File: config.mk
export PLATFORM = sky130hd
export DESIGN_NAME = dmem_access_ctrl
export DESIGN_NICKNAME = d
export VERILOG_FILES = /design/src/rtl/dmem_pkg.sv /design/src/rtl/dmem_lane_align.sv /design/src/rtl/dmem_access_ctrl.sv
export SDC_FILE = /design/constraint.sdc
export NUM_CORES = 1
export LEC_CHECK = 0
export CAP_MARGIN = 15
export CORE_MARGIN = 2
export CORE_UTILIZATION = 37
export DETAILED_ROUTE_END_ITERATION = 7
export HOLD_SLACK_MARGIN = 0.03
export PLACE_DENSITY = 0.69
export SYNTH_ARGS = -nofsm -noshare
export SYNTH_HDL_FRONTEND = slang
export SYNTH_HIERARCHICAL = 1
export SYNTH_SLANG_ARGS = --single-unit
File: constraint.sdc
create_clock -name clk -period 3.6 [get_ports clk]
set_input_delay 0.54 -clock clk [delete_from_list [all_inputs] [get_ports clk]]
set_output_delay 0.54 -clock clk [all_outputs]
set_load 0.05 [all_outputs]
File: src/rtl/dmem_pkg.sv
// Shared types and lane helpers for the data-memory load/store controller.
// Sizes follow the pipeline encoding; lane masks are little-endian byte enables.
package dmem_pkg;

  typedef enum logic [1:0] {
    SZ_BYTE = 2'b00,
    SZ_HALF = 2'b01,
    SZ_WORD = 2'b10,
    SZ_BAD  = 2'b11
  } size_t;

  typedef enum logic [1:0] {
    IDLE = 2'b00,
    RD   = 2'b01,
    WR   = 2'b10,
    RSP  = 2'b11
  } state_t;

  // Illegal size is folded in here so callers only need the range test on top.
  function automatic logic misaligned(input size_t sz, input logic [1:0] a);
    logic bad;
    case (sz)
      SZ_BYTE: bad = 1'b0;
      SZ_HALF: bad = a[0];
      SZ_WORD: bad = |a;
      default: bad = 1'b1;
    endcase
    return bad;
  endfunction

  function automatic logic [3:0] lane_mask(input size_t sz, input logic [1:0] a);
    logic [3:0] m;
    case (sz)
      SZ_BYTE: m = 4'b0001 << a;
      SZ_HALF: m = a[1] ? 4'b1100 : 4'b0011;
      default: m = 4'b1111;
    endcase
    return m;
  endfunction

endpackage

File: src/rtl/dmem_lane_align.sv
// Combinational lane alignment: extracts and extends loaded bytes/halves, and
// merges sub-word store data into a previously read word.
module dmem_lane_align
  import dmem_pkg::*;
#(
  parameter int n = 32
) (
  input  logic [n-1:0] word_i,
  input  logic [n-1:0] wdata_i,
  input  logic [1:0]   addr_lo_i,
  input  size_t        size_i,
  input  logic         unsigned_i,
  output logic [n-1:0] load_o,
  output logic [n-1:0] merge_o
);

  logic [7:0]  byte_lane;
  logic [15:0] half_lane;
  logic [3:0]  mask;
  logic [31:0] rep;

  assign byte_lane = word_i[8*addr_lo_i +: 8];
  assign half_lane = word_i[16*addr_lo_i[1] +: 16];
  assign mask      = lane_mask(size_i, addr_lo_i);

  always_comb begin
    load_o = word_i;
    case (size_i)
      SZ_BYTE: load_o = {{(n-8){byte_lane[7] & ~unsigned_i}}, byte_lane};
      SZ_HALF: load_o = {{(n-16){half_lane[15] & ~unsigned_i}}, half_lane};
      default: load_o = word_i;
    endcase
  end

  // Replicating the store data lets each enabled lane pick its bytes directly.
  always_comb begin
    rep = (size_i == SZ_BYTE) ? {4{wdata_i[7:0]}} : {2{wdata_i[15:0]}};
    merge_o = word_i;
    if (size_i == SZ_WORD) begin
      merge_o = wdata_i;
    end else begin
      for (int j = 0; j < 4; j++) begin
        if (mask[j]) merge_o[8*j +: 8] = rep[8*j +: 8];
      end
    end
  end

endmodule

File: src/rtl/dmem_access_ctrl.sv
// Load/store controller between the memory stage and a combinational-read dmem.
// Sub-word stores are done as read-modify-write; errors respond without strobes.
module dmem_access_ctrl
  import dmem_pkg::*;
#(
  parameter int n = 32,
  parameter int r = 6
) (
  input  logic         clk,
  input  logic         reset,
  input  logic         req_valid,
  output logic         req_ready,
  input  logic         req_write,
  input  logic [1:0]   req_size,
  input  logic         req_unsigned,
  input  logic [n-1:0] req_addr,
  input  logic [n-1:0] req_wdata,
  output logic         resp_valid,
  input  logic         resp_ready,
  output logic [n-1:0] resp_rdata,
  output logic         resp_err,
  output logic         mem_re,
  output logic         mem_we,
  output logic [n-1:0] mem_addr,
  output logic [n-1:0] mem_wdata,
  input  logic [n-1:0] mem_rdata
);

  state_t       state_q, state_d;
  logic         write_q, write_d;
  size_t        size_q, size_d;
  logic         uns_q, uns_d;
  logic [r+1:0] addr_q, addr_d;
  logic [n-1:0] wdata_q, wdata_d;
  logic [n-1:0] word_q, word_d;
  logic [n-1:0] rdata_q, rdata_d;
  logic         err_q, err_d;

  logic         req_err;
  logic [n-1:0] align_word;
  logic [n-1:0] load_val;
  logic [n-1:0] merge_val;

  assign req_err = misaligned(size_t'(req_size), req_addr[1:0]) | (|req_addr[n-1:r+2]);

  // In RD the lane logic sees live dmem data; in WR it merges the captured word.
  assign align_word = (state_q == RD) ? mem_rdata : word_q;

  dmem_lane_align #(.n(n)) u_align (
    .word_i     (align_word),
    .wdata_i    (wdata_q),
    .addr_lo_i  (addr_q[1:0]),
    .size_i     (size_q),
    .unsigned_i (uns_q),
    .load_o     (load_val),
    .merge_o    (merge_val)
  );

  always_comb begin
    state_d = state_q;
    write_d = write_q;
    size_d  = size_q;
    uns_d   = uns_q;
    addr_d  = addr_q;
    wdata_d = wdata_q;
    word_d  = word_q;
    rdata_d = rdata_q;
    err_d   = err_q;
    case (state_q)
      IDLE: begin
        if (req_valid) begin
          write_d = req_write;
          size_d  = size_t'(req_size);
          uns_d   = req_unsigned;
          addr_d  = req_addr[r+1:0];
          wdata_d = req_wdata;
          rdata_d = '0;
          err_d   = req_err;
          if (req_err)                          state_d = RSP;
          else if (!req_write)                  state_d = RD;
          else if (size_t'(req_size) == SZ_WORD) state_d = WR;
          else                                  state_d = RD;
        end
      end
      RD: begin
        word_d = mem_rdata;
        if (write_q) begin
          state_d = WR;
        end else begin
          rdata_d = load_val;
          state_d = RSP;
        end
      end
      WR: state_d = RSP;
      RSP: begin
        if (resp_ready) state_d = IDLE;
      end
      default: state_d = IDLE;
    endcase
  end

  always_ff @(posedge clk or posedge reset) begin
    if (reset) begin
      state_q <= IDLE;
      write_q <= 1'b0;
      size_q  <= SZ_BYTE;
      uns_q   <= 1'b0;
      addr_q  <= '0;
      wdata_q <= '0;
      word_q  <= '0;
      rdata_q <= '0;
      err_q   <= 1'b0;
    end else begin
      state_q <= state_d;
      write_q <= write_d;
      size_q  <= size_d;
      uns_q   <= uns_d;
      addr_q  <= addr_d;
      wdata_q <= wdata_d;
      word_q  <= word_d;
      rdata_q <= rdata_d;
      err_q   <= err_d;
    end
  end

  assign req_ready  = (state_q == IDLE);
  assign resp_valid = (state_q == RSP);
  assign resp_rdata = rdata_q;
  assign resp_err   = err_q;
  assign mem_re     = (state_q == RD);
  assign mem_we     = (state_q == WR);
  assign mem_addr   = {{(n-2*r){1'b0}}, addr_q[r+1:2], {r{1'b0}}};
  assign mem_wdata  = mem_we ? merge_val : '0;

endmodule

# Word level (Yosys, flattened, before mapping)
# Index checks and enable logic that the tools add are counted.
# W data, S select, Z words.
[op_classes]
muxes = 22
n_shift = 3
bitwise_logic = 4
n_reduce_logical = 9
eq_ne = 10
[ops]
columns = ["cell", "count"]
rows = [
  ["$mux W32", 6],
  ["$pmux W32 S2", 2],
  ["$mux W8", 4],
  ["$shiftx A32 B6 Y16", 1],
  ["$shiftx A32 B6 Y8", 1],
  ["$reduce_or A24 Y1", 1],
  ["$mux W2", 5],
  ["$eq A2 B2 Y1 const B", 4],
  ["$pmux W2 S4", 1],
  ["$pmux W4 S2", 1],
  ["$eq A2 B1 Y1 const B", 3],
  ["$logic_not A2 Y1", 3],
  ["$mux W4", 1],
  ["$ne A2 B2 Y1 const B", 2],
  ["$reduce_and A2 Y1", 2],
  ["$shl A1 B2 Y4 const A", 1],
  ["$pmux W1 S3", 1],
  ["$reduce_and A3 Y1", 1],
  ["$and A1 B1 Y1", 2],
  ["$ne A2 B1 Y1 const B", 1],
  ["$reduce_bool A2 Y1", 1],
  ["$reduce_or A2 Y1", 1],
  ["$mux W1", 1],
  ["$not A1 Y1", 1],
  ["$or A1 B1 Y1", 1],
]
[totals]
register_bits = 111
wordCells = 57
output_inout_bits = 101

# Depth between registers and ports, before layout
# Gate-level depths: netlist of run 1.
[logic_depth]
word_depth = 7
depth_mapped = 11
ltp_nobuf = 8

# Hierarchy
# Netlist of run 1, hierarchy kept.
[by_module_without_submodules]
columns = ["mod", "instances", "area_each_um2", "seq_area_each_um2", "cells_each"]
rows = [
  ["dmem_access_ctrl", 1, 4916.0, 2777.7, 407],
  ["dmem_lane_align", 1, 1549.0, 0.0, 224],
]

# Worst setup path before layout of run 1
# OpenSTA, ideal clock, no wires.
[synth_timing]
path_kind = "reg2out"
start = "register state_q[1]"
end = "output mem_wdata[15]"
t_arrival_ns = 2.505
path_stages_with_launch = 8
n_path_buf = 2
setup_slack_ns = 0.555
cell_sequence = "dfrtp_1 > inv_1 > ha_1 > buf_4 > buf_4 > mux2_2 > a221o_1 > and2_1"
[synth_via]
elab_chain_cells = 5
elab_cells_between_ends = 6
classes_between = "eq/ne (2); mux (4)"
[synth_rtl]
columns = ["element", "line_no", "text"]
rows = [
  ["start: declaration", "dmem_access_ctrl.sv:29", "state_t state_q, state_d;"],
  ["start signal: assignment", "dmem_access_ctrl.sv:114", "state_q <= state_d;"],
  ["$eq A2 B1 Y1", "-", ""],
  ["via mem_re", "dmem_access_ctrl.sv:22", "output logic mem_re,"],
  ["$mux W32", "-", ""],
  ["via align_word[15]", "dmem_access_ctrl.sv:40", "logic [n-1:0] align_word;"],
  ["$mux W8", "dmem_lane_align.sv:43", "if (mask[j]) merge_o[8*j +: 8] = rep[8*j +: 8];"],
  ["$mux W32", "dmem_lane_align.sv:39", "if (size_i == SZ_WORD) begin"],
  ["via merge_val[15]", "dmem_access_ctrl.sv:42", "logic [n-1:0] merge_val;"],
  ["$mux W32", "dmem_access_ctrl.sv:133", "assign mem_wdata = mem_we ? merge_val : '0;"],
  ["end: declaration", "dmem_access_ctrl.sv:25", "output logic [n-1:0] mem_wdata,"],
]
# The timed path passes the listed nets, and every way through them passes these cells.

# Final worst setup path of run 1
[layout_timing]
start = "register state_q[1]"
end = "output mem_wdata[8]"
[layout_via]
elab_chain_cells = 5
elab_cells_between_ends = 6
classes_between = "eq/ne (2); mux (4)"
[layout_rtl]
columns = ["element", "line_no", "text"]
rows = [
  ["$eq A2 B1 Y1", "dmem_access_ctrl.sv:47", "assign align_word = (state_q == RD) ? mem_rdata : word_q;"],
  ["$mux W32", "-", ""],
  ["via align_word[8]", "dmem_access_ctrl.sv:40", ""],
  ["$mux W8", "dmem_lane_align.sv:43", ""],
  ["$mux W32", "dmem_lane_align.sv:39", ""],
  ["via merge_val[8]", "dmem_access_ctrl.sv:42", ""],
  ["$mux W32", "dmem_access_ctrl.sv:133", ""],
]
# The timed path passes the listed nets, and every way through them passes these cells.

==> metrics, run 1 <==
vias in the first global route=4921; placed cells=995; Root Buffer=clkbuf_16; Tcrit/Tclk final=90.9%; post-CTS setup buffers=0; max-slew violations=0; Finished Layout Cells=1010; chip width=136 um; Design Area, Final=8400 um2; vias per inst=5.15; routed wire length=18000 um; Filler Cell Count=1642; post-CTS resize count=0; CTS tree=built; layout cell share with drive strength beyond 1=21.0%; GPL Wtd Cong=0.817; Routed Antenna Nets=0; YS warnings=6; top post-synthesis cells by count=111 x dfrtp_1, 91 x nand2_1, 82 x mux2_2, 45 x nor2_1, 42 x buf_4; Cell Rows=48; Pwr per Cell Area=1100 nW/um2; setup_tns=0 ps; Total GRT Usage=19.6%; Relative slew margins=29.6%; synthesized area per cell=10.2 um2; grt total ovfl=0; Mapped Cells=631; P_leak=3.68 nW; top-area cell type share of the netlist area=43.0%; Vias=5201; count leader, synth=dfrtp_1; antenna violations before repair=0; #FFs+latches synth=111; Post-synth EDFFs=0; Sink Count=111; synth unique cells=52; Top-Level Pins=205; Starting Density=37.6%; Yosys top cell by area=dfrtp_1; Req. time, crit path=3060 ps; DR WL/cell=17.8 um; Die Height=136 um; DRT Pass-1 Iters=5; ys async rst share=100%; main area contributors after synthesis=dfrtp_1 43%, mux2_2 14%, nand2_1 5.3%, buf_4 4.9%, and2_1 3.9%; Final Skew=8.30 ps; Min Hold Slack=464 ps; CTS Hold Bufs=0; n_diodes=0; area of the multi-input gates=3190 um2; CP endpoint kind=output pin; placed instance area=8090 um2; htree depth=3; CTS buffer count=9; Clock Latency Late Sink=360 ps; die area=18500 um2; # DRC=0; Layout area overhead=30.0%; worst setup path class=reg -> out; Setup-failing EPs final=0; max-cap violation count=0; Top FF cell, synth=dfrtp_1; Synth Cell Area=6460 um2; status=finished, final reports clean; critical path peak fanout=31; core box area=17200 um2; DR iter-0 viols=331; RSZ-0062 raised after global routing=no; worst slew pin tran=1060 ps; Arr. time, crit path=2730 ps; Tot Pwr=9.25 mW; Startpoint Class=flip-flop; HPWL Detailed=13500 um; fin nets=889; Max VDD drop=0.747 mV; Hold WC Path Type=reg -> reg; final hold viol count=0; Max Root-Sink Buffers=2; sequential standard cell area=2780 um2; largest net degree at the start of global routing=78; Min Clock Period, post-route=3270 ps; Worst-path clk slew=70 ps; fmax=0.306 GHz; sequential-to-total area share from yosys stat=43.0%; first-pass GRT wire length=27800 um; IO buf count=178
[logic make-up after synthesis]
family	synth area share, %
simple gates	17.3
flops	43.0
buf+inv	9.41
fa+ha+maj	0.774
mux	16.9
other cells	0.0580
compound gates	12.5
[stage by stage]
step,setup slack (ps),util [%]
final,327,48.9
after global routing,232,48.9
after CTS,69.4,48.9
after detailed placement,477,47.1
after global placement,493,47.1
after floorplan,129,-
[worst paths after layout]
path / startpoint / to / slack, ps / cells after the start
setup reg to reg: state_q[1]$_DFFE_PP0P_ / resp_rdata[18]$_DFFE_PP0P_ / 800 / 8
max in group asynchronous: reset / wdata_q[21]$_DFFE_PP0P_ / 2250 / 3
hold reg to reg: resp_rdata[23]$_DFFE_PP0P_ / resp_rdata[23]$_DFFE_PP0P_ / 460 / 2
min in group asynchronous: reset / resp_rdata[6]$_DFFE_PP0P_ / 570 / 2
setup / recovery: state_q[1]$_DFFE_PP0P_ / mem_wdata[8] / 330 / 7
hold / removal: resp_rdata[23]$_DFFE_PP0P_ / resp_rdata[23]$_DFFE_PP0P_ / 460 / 2
[layer usage]
metal | vias to the layer above | wire length (um) | track usage [%]
li1 | 2478 | - | -
met1 | 2489 | 8370 | 28.4
met2 | 211 | 8100 | 29.2
met3 | 23 | 1130 | 4.10
met4 | 0 | 380 | 6.37
met5 | - | 0 | 0
[report_power, final]
| group | internal (mW) | switching, mW |
|---|---|---|
| registers | 1.83 | 0.420 |
| logic | 2.26 | 3.72 |
| clock network | 0.573 | 0.445 |
[layout by cell type (no fill, tap or decap), types with 2 or more instances in the layout]
cell	Yosys	final
o21a_1	2	2
o22ai_1	16	16
o21ai_0	4	4
mux2i_1	10	10
a211oi_1	8	8
o21ai_2	2	2
inv_1	7	6
mux2_4	4	4
nor2b_4	2	2
clkdlybuf4s50_1	0	146
nand2_1	91	91
clkbuf_16	0	9
o32ai_1	8	8
buf_4	42	46
ha_1	4	3
dfrtp_1	111	111
clkbuf_8	0	2
conb_1	1	26
mux2_2	82	82
a22oi_1	8	8
o211ai_1	18	18
nor2b_1	5	5
nand2_2	2	2
and2_1	40	40
a221o_1	15	15
nand3_1	32	32
o221ai_1	8	8
nor4_1	6	6
nor2_1	45	45
[area by class of cell]
type	instances	share of cell area [%]
Clock buffer	12	3.05
Clock inverter	3	0.506
Inverter	8	0.387
Multi-Input combinational cell	458	37.9
Sequential cell	111	33.1
Tap cell	225	3.35
Timing Repair Buffer	193	21.7
[state kept, by name, summed over array words and instances (netlist names)]
name	flops
addr_q	8
word_q	32
uns_q	1
resp_err	1
state_q	2
write_q	1
size_q	2
wdata_q	32
resp_rdata	32
[worst max-delay path, stage by stage, from the launching register on]
cell	delay, ps
dfrtp_1	400
inv_1	130
ha_4	430
buf_4	280
mux2_2	420
a221o_1	330
and2_1	180
buf_4	190
(Power assumes the default switching activity.)
==> run 2: changes to the inputs <==
Settings changed: CORE_UTILIZATION 37 to 47, PLACE_DENSITY 0.69 to 0.81.
Clock period 3.6 ns to 3.7 ns, I/O delays scaled along.
==> metrics, run 2 (same netlist as run 1, synthesis figures left out) <==
hold_sp=resp_rdata[28]$_DFFE_PP0P_; Top-Level Pins=205 (unchanged); Min Clock Period, post-route=3520 ps; setup_tns=0 ps (unchanged); Worst-path clk slew=70 ps (about the same); die area=14700 um2 (-21%); status=finished, final reports clean; Starting Density=48.4% (+11 points); CTS tree=built; final hold viol count=0 (unchanged); Layout area overhead=29.3%; Vias=5342 (+2.7%); Req. time, crit path=3140 ps (+80 ps); Sink Count=111 (unchanged); Hold WC Path Type=reg -> reg; most frequent cells in the layout=147 x clkdlybuf4s50_1, 111 x dfrtp_1, 91 x nand2_1; pre-CTS setup slack=484 ps (+6.53 ps); FF-to-FF path depth=9 (+1); Filler Cell Count=1065 (-35%); vias per inst=5.58 (+8.4%); setup ws final=182 ps (-145 ps); first-pass GRT wire length=28100 um (+1.1%); grt total ovfl=0 (unchanged); Clock Latency Late Sink=350 ps (about the same); max-slew violations=0 (unchanged); IO buf count=178 (unchanged); Final Skew=6.15 ps (-2.15 ps); fin util=62.6% (+14 points); chip width=121 um (-11%); post-CTS setup buffers=0 (unchanged); reg-to-reg startpoint=state_q[1]$_DFFE_PP0P_; worst slew pin tran=1070 ps (+12.5 ps); core box area=13300 um2 (-22%); max-cap violation count=0 (unchanged); Routed Antenna Nets=0 (unchanged); DRT Pass-1 Iters=7 (+2); P_leak=3.76 nW (+2.4%); fmax=0.284 GHz; CP endpoint kind=output pin; critical path peak fanout=17 (-45%); Root Buffer=clkbuf_16; routed wire length=17600 um (-2.0%); R2R Setup Slk=500 ps (-300 ps); vias in the first global route=5359 (+8.9%); fin nets=884 (-0.56%); Total GRT Usage=24.6% (+4.9 points); antenna violations before repair=0 (unchanged); htree depth=3 (unchanged); Startpoint Class=flip-flop; Pwr per Cell Area=1080 nW/um2 (-1.5%); Cell Rows=42 (-13%); Die Height=121 um (-11%); layout cell share with drive strength beyond 1=19.7% (-1.3 points); DR iter-0 viols=278 (-16%); # DRC=0 (unchanged); worst hold path stage count=2 (unchanged); largest net degree at the start of global routing=61 (-22%); CTS buffer count=9 (unchanged); GPL Wtd Cong=0.846 (+3.6%); RSZ-0062 raised after global routing=no; DR WL/cell=18.4 um (+3.4%); Worst R2R End=resp_rdata[15]$_DFFE_PP0P_; commonest non-fill, non-tap cell in the layout=clkdlybuf4s50_1; Max Root-Sink Buffers=2 (unchanged); Tot Pwr=9.07 mW (-1.9%); Arr. time, crit path=2960 ps (+230 ps); Tcrit/Tclk final=95.1%; Setup-failing EPs final=0 (unchanged); n_diodes=0 (unchanged); Finished Layout Cells=957 (-5.2%); Relative slew margins=28.5% (-1.1 points); placed cells=941 (-5.4%); Max VDD drop=0.739 mV (-1.1%); worst setup path class=reg -> out; hold path endpoint=resp_rdata[28]$_DFFE_PP0P_; HPWL Detailed=13200 um (-2.3%)
run 2: changes by cell type in the layout (fill, tap and decap cells not counted), sizes merged:
cell / change
buf: -13
bufinv: +1
clkbuf: -2
clkdlybuf4s50: +1
dlymetal6s2s: +7
inv: +2
run 2: report_power, final:
group          leakage, nW  switching, mW  total [mW]  internal, mW
Combinational         2.23           3.64        5.82          2.18
Clock                0.159          0.443        1.06         0.616
Sequential            1.37          0.405        2.19          1.78
run 2: what timing repair did:
| item | in CTS | in global routing |
|---|---|---|
| endpoints found under the setup margin | 0 | 7 |
| hold endpoints to repair | 0 | 0 |
| hold buffers | 0 | 0 |
| resized for setup | 0 | 7 |
run 2: final cells by class:
class	instances	area (um2)	share of cell area (%)
Tap cell	176	220	2.63
Inverter	8	32.5	0.389
Sequential cell	111	2780	33.2
Multi-Input combinational cell	458	3180	38.0
Clock inverter	6	90.1	1.08
Clock buffer	10	239	2.86
Timing Repair Buffer	188	1830	21.8
run 2: routing by layer:
layer	track usage, %	vias to the layer above	share of wire (%)	wire [um]
met5	0	-	0	0
met4	9.84	0	2.3	409
met3	4.65	28	7.6	1350
met2	37.8	280	47	8340
met1	34.2	2564	43	7520
li1	-	2470	-	-
run 2: how the worst max path moves through the flow:
stage	start	endpoint	slack, ps	depth (start not counted)
finish	state_q[1]$_DFFE_PP0P_	mem_wdata[30]	180	7
detailed placement	state_q[1]$_DFFE_PP0P_	mem_wdata[31]	480	7
CTS	state_q[1]$_DFFE_PP0P_	mem_wdata[31]	110	7
floorplan	reset	addr_q[0]$_DFFE_PP0P_	210	1
global route	state_q[1]$_DFFE_PP0P_	mem_wdata[30]	40	7
global placement	mem_rdata[31]	mem_wdata[31]	480	6
run 2: stage by stage:
stage	hold WS (ps)	area, um2
detailed placement	456	8020
floorplan	479	6560
global placement	456	8020
CTS	472	8340
global route	494	8360
finish	470	8360
run 2: critical path, stage by stage, from the launching register on:
cell,delay (ps)
dfrtp_1,410
inv_1,110
ha_2,400
mux2_2,440
o32ai_1,270
a211oi_1,70
and2_1,180
clkdlybuf4s50_1,730
==> run 3: changes to the inputs <==
Settings changed: CORE_UTILIZATION 47 to 46, SYNTH_HIERARCHICAL 1 to unset.
==> metrics, run 3 <==
largest net degree at the start of global routing=59 (-3.3%); top post-synthesis cells by count=111 x dfrtp_1, 93 x nand2_1, 60 x mux2_2, 36 x mux2i_1, 32 x buf_4; HPWL Detailed=13000 um (-1.5%); DR WL/cell=19.1 um (+3.5%); core box area=12600 um2 (-5.5%); sequential-to-total area share from yosys stat=46.9% (+3.9 points); synthesized area per cell=10.5 um2 (+2.5%); htree depth=3 (unchanged); Relative slew margins=27.1% (-1.4 points); YS warnings=0 (-6); Clock Latency Late Sink=360 ps (about the same); Routed Antenna Nets=0 (unchanged); CTS tree=built; antenna violations before repair=0 (unchanged); post-CTS setup buffers=0 (unchanged); worst setup path class=reg -> out; top-area cell type share of the netlist area=46.9% (+3.9 points); Final Skew=7.82 ps (+1.67 ps); commonest non-fill, non-tap cell in the layout=clkdlybuf4s50_1; Setup-failing EPs final=0 (unchanged); Top-Level Pins=205 (unchanged); count leader, synth=dfrtp_1; Arr. time, crit path=2780 ps (-180 ps); Root Buffer=clkbuf_16; Worst-path clk slew=70 ps (about the same); GPL Wtd Cong=0.915 (+8.2%); most frequent cells in the layout=146 x clkdlybuf4s50_1, 111 x dfrtp_1, 92 x nand2_1; Tot Pwr=8.83 mW (-2.6%); DR iter-0 viols=305 (+9.7%); Sink Count=111 (unchanged); placed instance area=7890 um2 (-1.6%); Hold WC Path Type=reg -> reg; Filler Cell Count=1013 (-4.9%); placed cells=888 (-5.6%); grt total ovfl=0 (unchanged); Cell Rows=41 (-2.4%); worst hold path stage count=2 (unchanged); #FFs+latches synth=111 (unchanged); Finished Layout Cells=904 (-5.5%); hold_sp=resp_rdata[24]$_DFFE_PP0P_; Total GRT Usage=25.8% (+1.2 points); main area contributors after synthesis=dfrtp_1 47%, mux2_2 11%, mux2i_1 6.1%, nand2_1 5.9%, buf_4 4.1%; ys async rst share=100% (unchanged); hold path endpoint=resp_rdata[24]$_DFFE_PP0P_; RSZ-0062 raised after global routing=no; post-CTS resize count=0 (unchanged); vias per inst=5.41 (-3.1%); R2R Setup Slk=1140 ps (+640 ps); worst slew pin tran=1090 ps (+21.3 ps); Starting Density=46.9% (-1.5 points); area of the multi-input gates=2740 um2 (-14%); routed wire length=17200 um (-2.2%); CP endpoint kind=output pin; Max VDD drop=0.712 mV (-3.6%); first-pass GRT wire length=27900 um (-0.72%); Req. time, crit path=3140 ps (about the same); Pwr per Cell Area=1080 nW/um2 (-0.80%); synth unique cells=46 (-12%); fin util=65.1% (+2.4 points); Design Area, Final=8210 um2 (-1.8%); CTS buffer count=9 (unchanged); fmax=0.300 GHz (+5.5%); FF-to-FF path depth=7 (-2); Max Root-Sink Buffers=2 (unchanged); Tcrit/Tclk final=90.1% (-5.0 points); setup_tns=0 ps (unchanged); Synth Cell Area=5920 um2 (-8.4%); sequential standard cell area=2780 um2 (unchanged); Die Height=117 um (-3.1%); n_diodes=0 (unchanged); critical path peak fanout=17 (unchanged); Min Clock Period, post-route=3330 ps (-185 ps); P_leak=3.61 nW (-4.1%); IO buf count=178 (unchanged); DRT Pass-1 Iters=5 (-2); slowest stage cell, crit path=dfrtp_1; Min Hold Slack=481 ps (+10.8 ps); status=finished, final reports clean; Mapped Cells=564 (-11%); max-cap violation count=0 (unchanged); setup ws final=367 ps (+185 ps); vias in the first global route=5074 (-5.3%); die area=13800 um2 (-6.2%); Top FF cell, synth=dfrtp_1; CP max stage delay=580 ps (-150 ps); chip width=117 um (-3.1%); Post-synth EDFFs=0 (unchanged); Startpoint Class=flip-flop; Yosys top cell by area=dfrtp_1; Layout area overhead=38.6%; CTS Hold Bufs=0 (unchanged); Vias=4890 (-8.5%); reg-to-reg startpoint=state_q[1]$_DFFE_PP0P_; max-slew violations=0 (unchanged); layout cell share with drive strength beyond 1=18.9% (-0.87 points); pre-CTS setup slack=794 ps (+310 ps); fin nets=835 (-5.5%); final hold viol count=0 (unchanged); # DRC=0 (unchanged); Worst R2R End=resp_rdata[10]$_DFFE_PP0P_; CP cell instances=or2_2 -> a21oi_2 -> mux2i_1 -> nand2_1 -> a21boi_0 -> buf_12
run 3: cell count changes after synthesis, sizes merged, moves of 16 or more:
| cell | previous run | this run |
|---|---|---|
| inv | 8 | 30 |
| mux2 | 87 | 62 |
| buf | 71 | 46 |
| nand3 | 32 | 2 |
| nor2 | 46 | 4 |
| and2 | 40 | 2 |
| mux2i | 10 | 36 |
| a21boi | 0 | 16 |
run 3: how the worst max path moves through the flow:
stage                           startpoint            end  slack [ps]  depth (start not counted)
global route        state_q[1]$_DFFE_PP0P_  mem_wdata[12]         220                          7
finish               size_q[0]$_DFFE_PP0P_  mem_wdata[31]         370                          6
detailed placement  state_q[1]$_DFFE_PP0P_  mem_wdata[30]         790                          7
global placement     size_q[0]$_DFFE_PP0P_  mem_wdata[31]         850                          6
CTS                 state_q[1]$_DFFE_PP0P_  mem_wdata[30]         390                          7
floorplan           state_q[1]$_DFFE_PP0P_  mem_wdata[25]         130                          8
run 3: area by class of cell:
| type | instances | area share, % |
|---|---|---|
| sequential | 111 | 33.8 |
| clock inverter | 7 | 1.17 |
| clock buffer | 9 | 2.74 |
| tap | 172 | 2.62 |
| multi-input combinational | 381 | 33.3 |
| timing repair buffer | 193 | 24.8 |
| inverter | 31 | 1.45 |
run 3: metal layers:
layer / part of all wire, % / global-route usage [%]
met2: 45 / 39.7
met5: 0 / 0
met3: 8.2 / 6.88
met1: 43 / 34.8
met4: 2.9 / 10.5
run 3: cells by family (layout without fill, tap and decap cells):
kind of cell	after synthesis	in the layout	synth area share [%]
AOI/OAI and AO/OA	118	118	15.1
buffers and inverters	97	240	8.66
adders and majority gates	4	4	0.845
DFF	111	111	46.9
and+or+nand+nor	135	135	10.4
other	1	26	0.0633
muxes	98	98	18.0
run 3: critical path: cells and delay by family, from the launching register on:
family | cells | cell delay (ps)
and+or+nand+nor | 2 | 460
muxes | 1 | 270
buffers and inverters | 1 | 200
AOI/OAI and AO/OA | 2 | 900
DFF | 1 | 580
run 3: power breakdown:
part | internal [mW] | switching, mW
logic | 2.18 | 3.44
registers | 1.78 | 0.371
clock network | 0.596 | 0.461
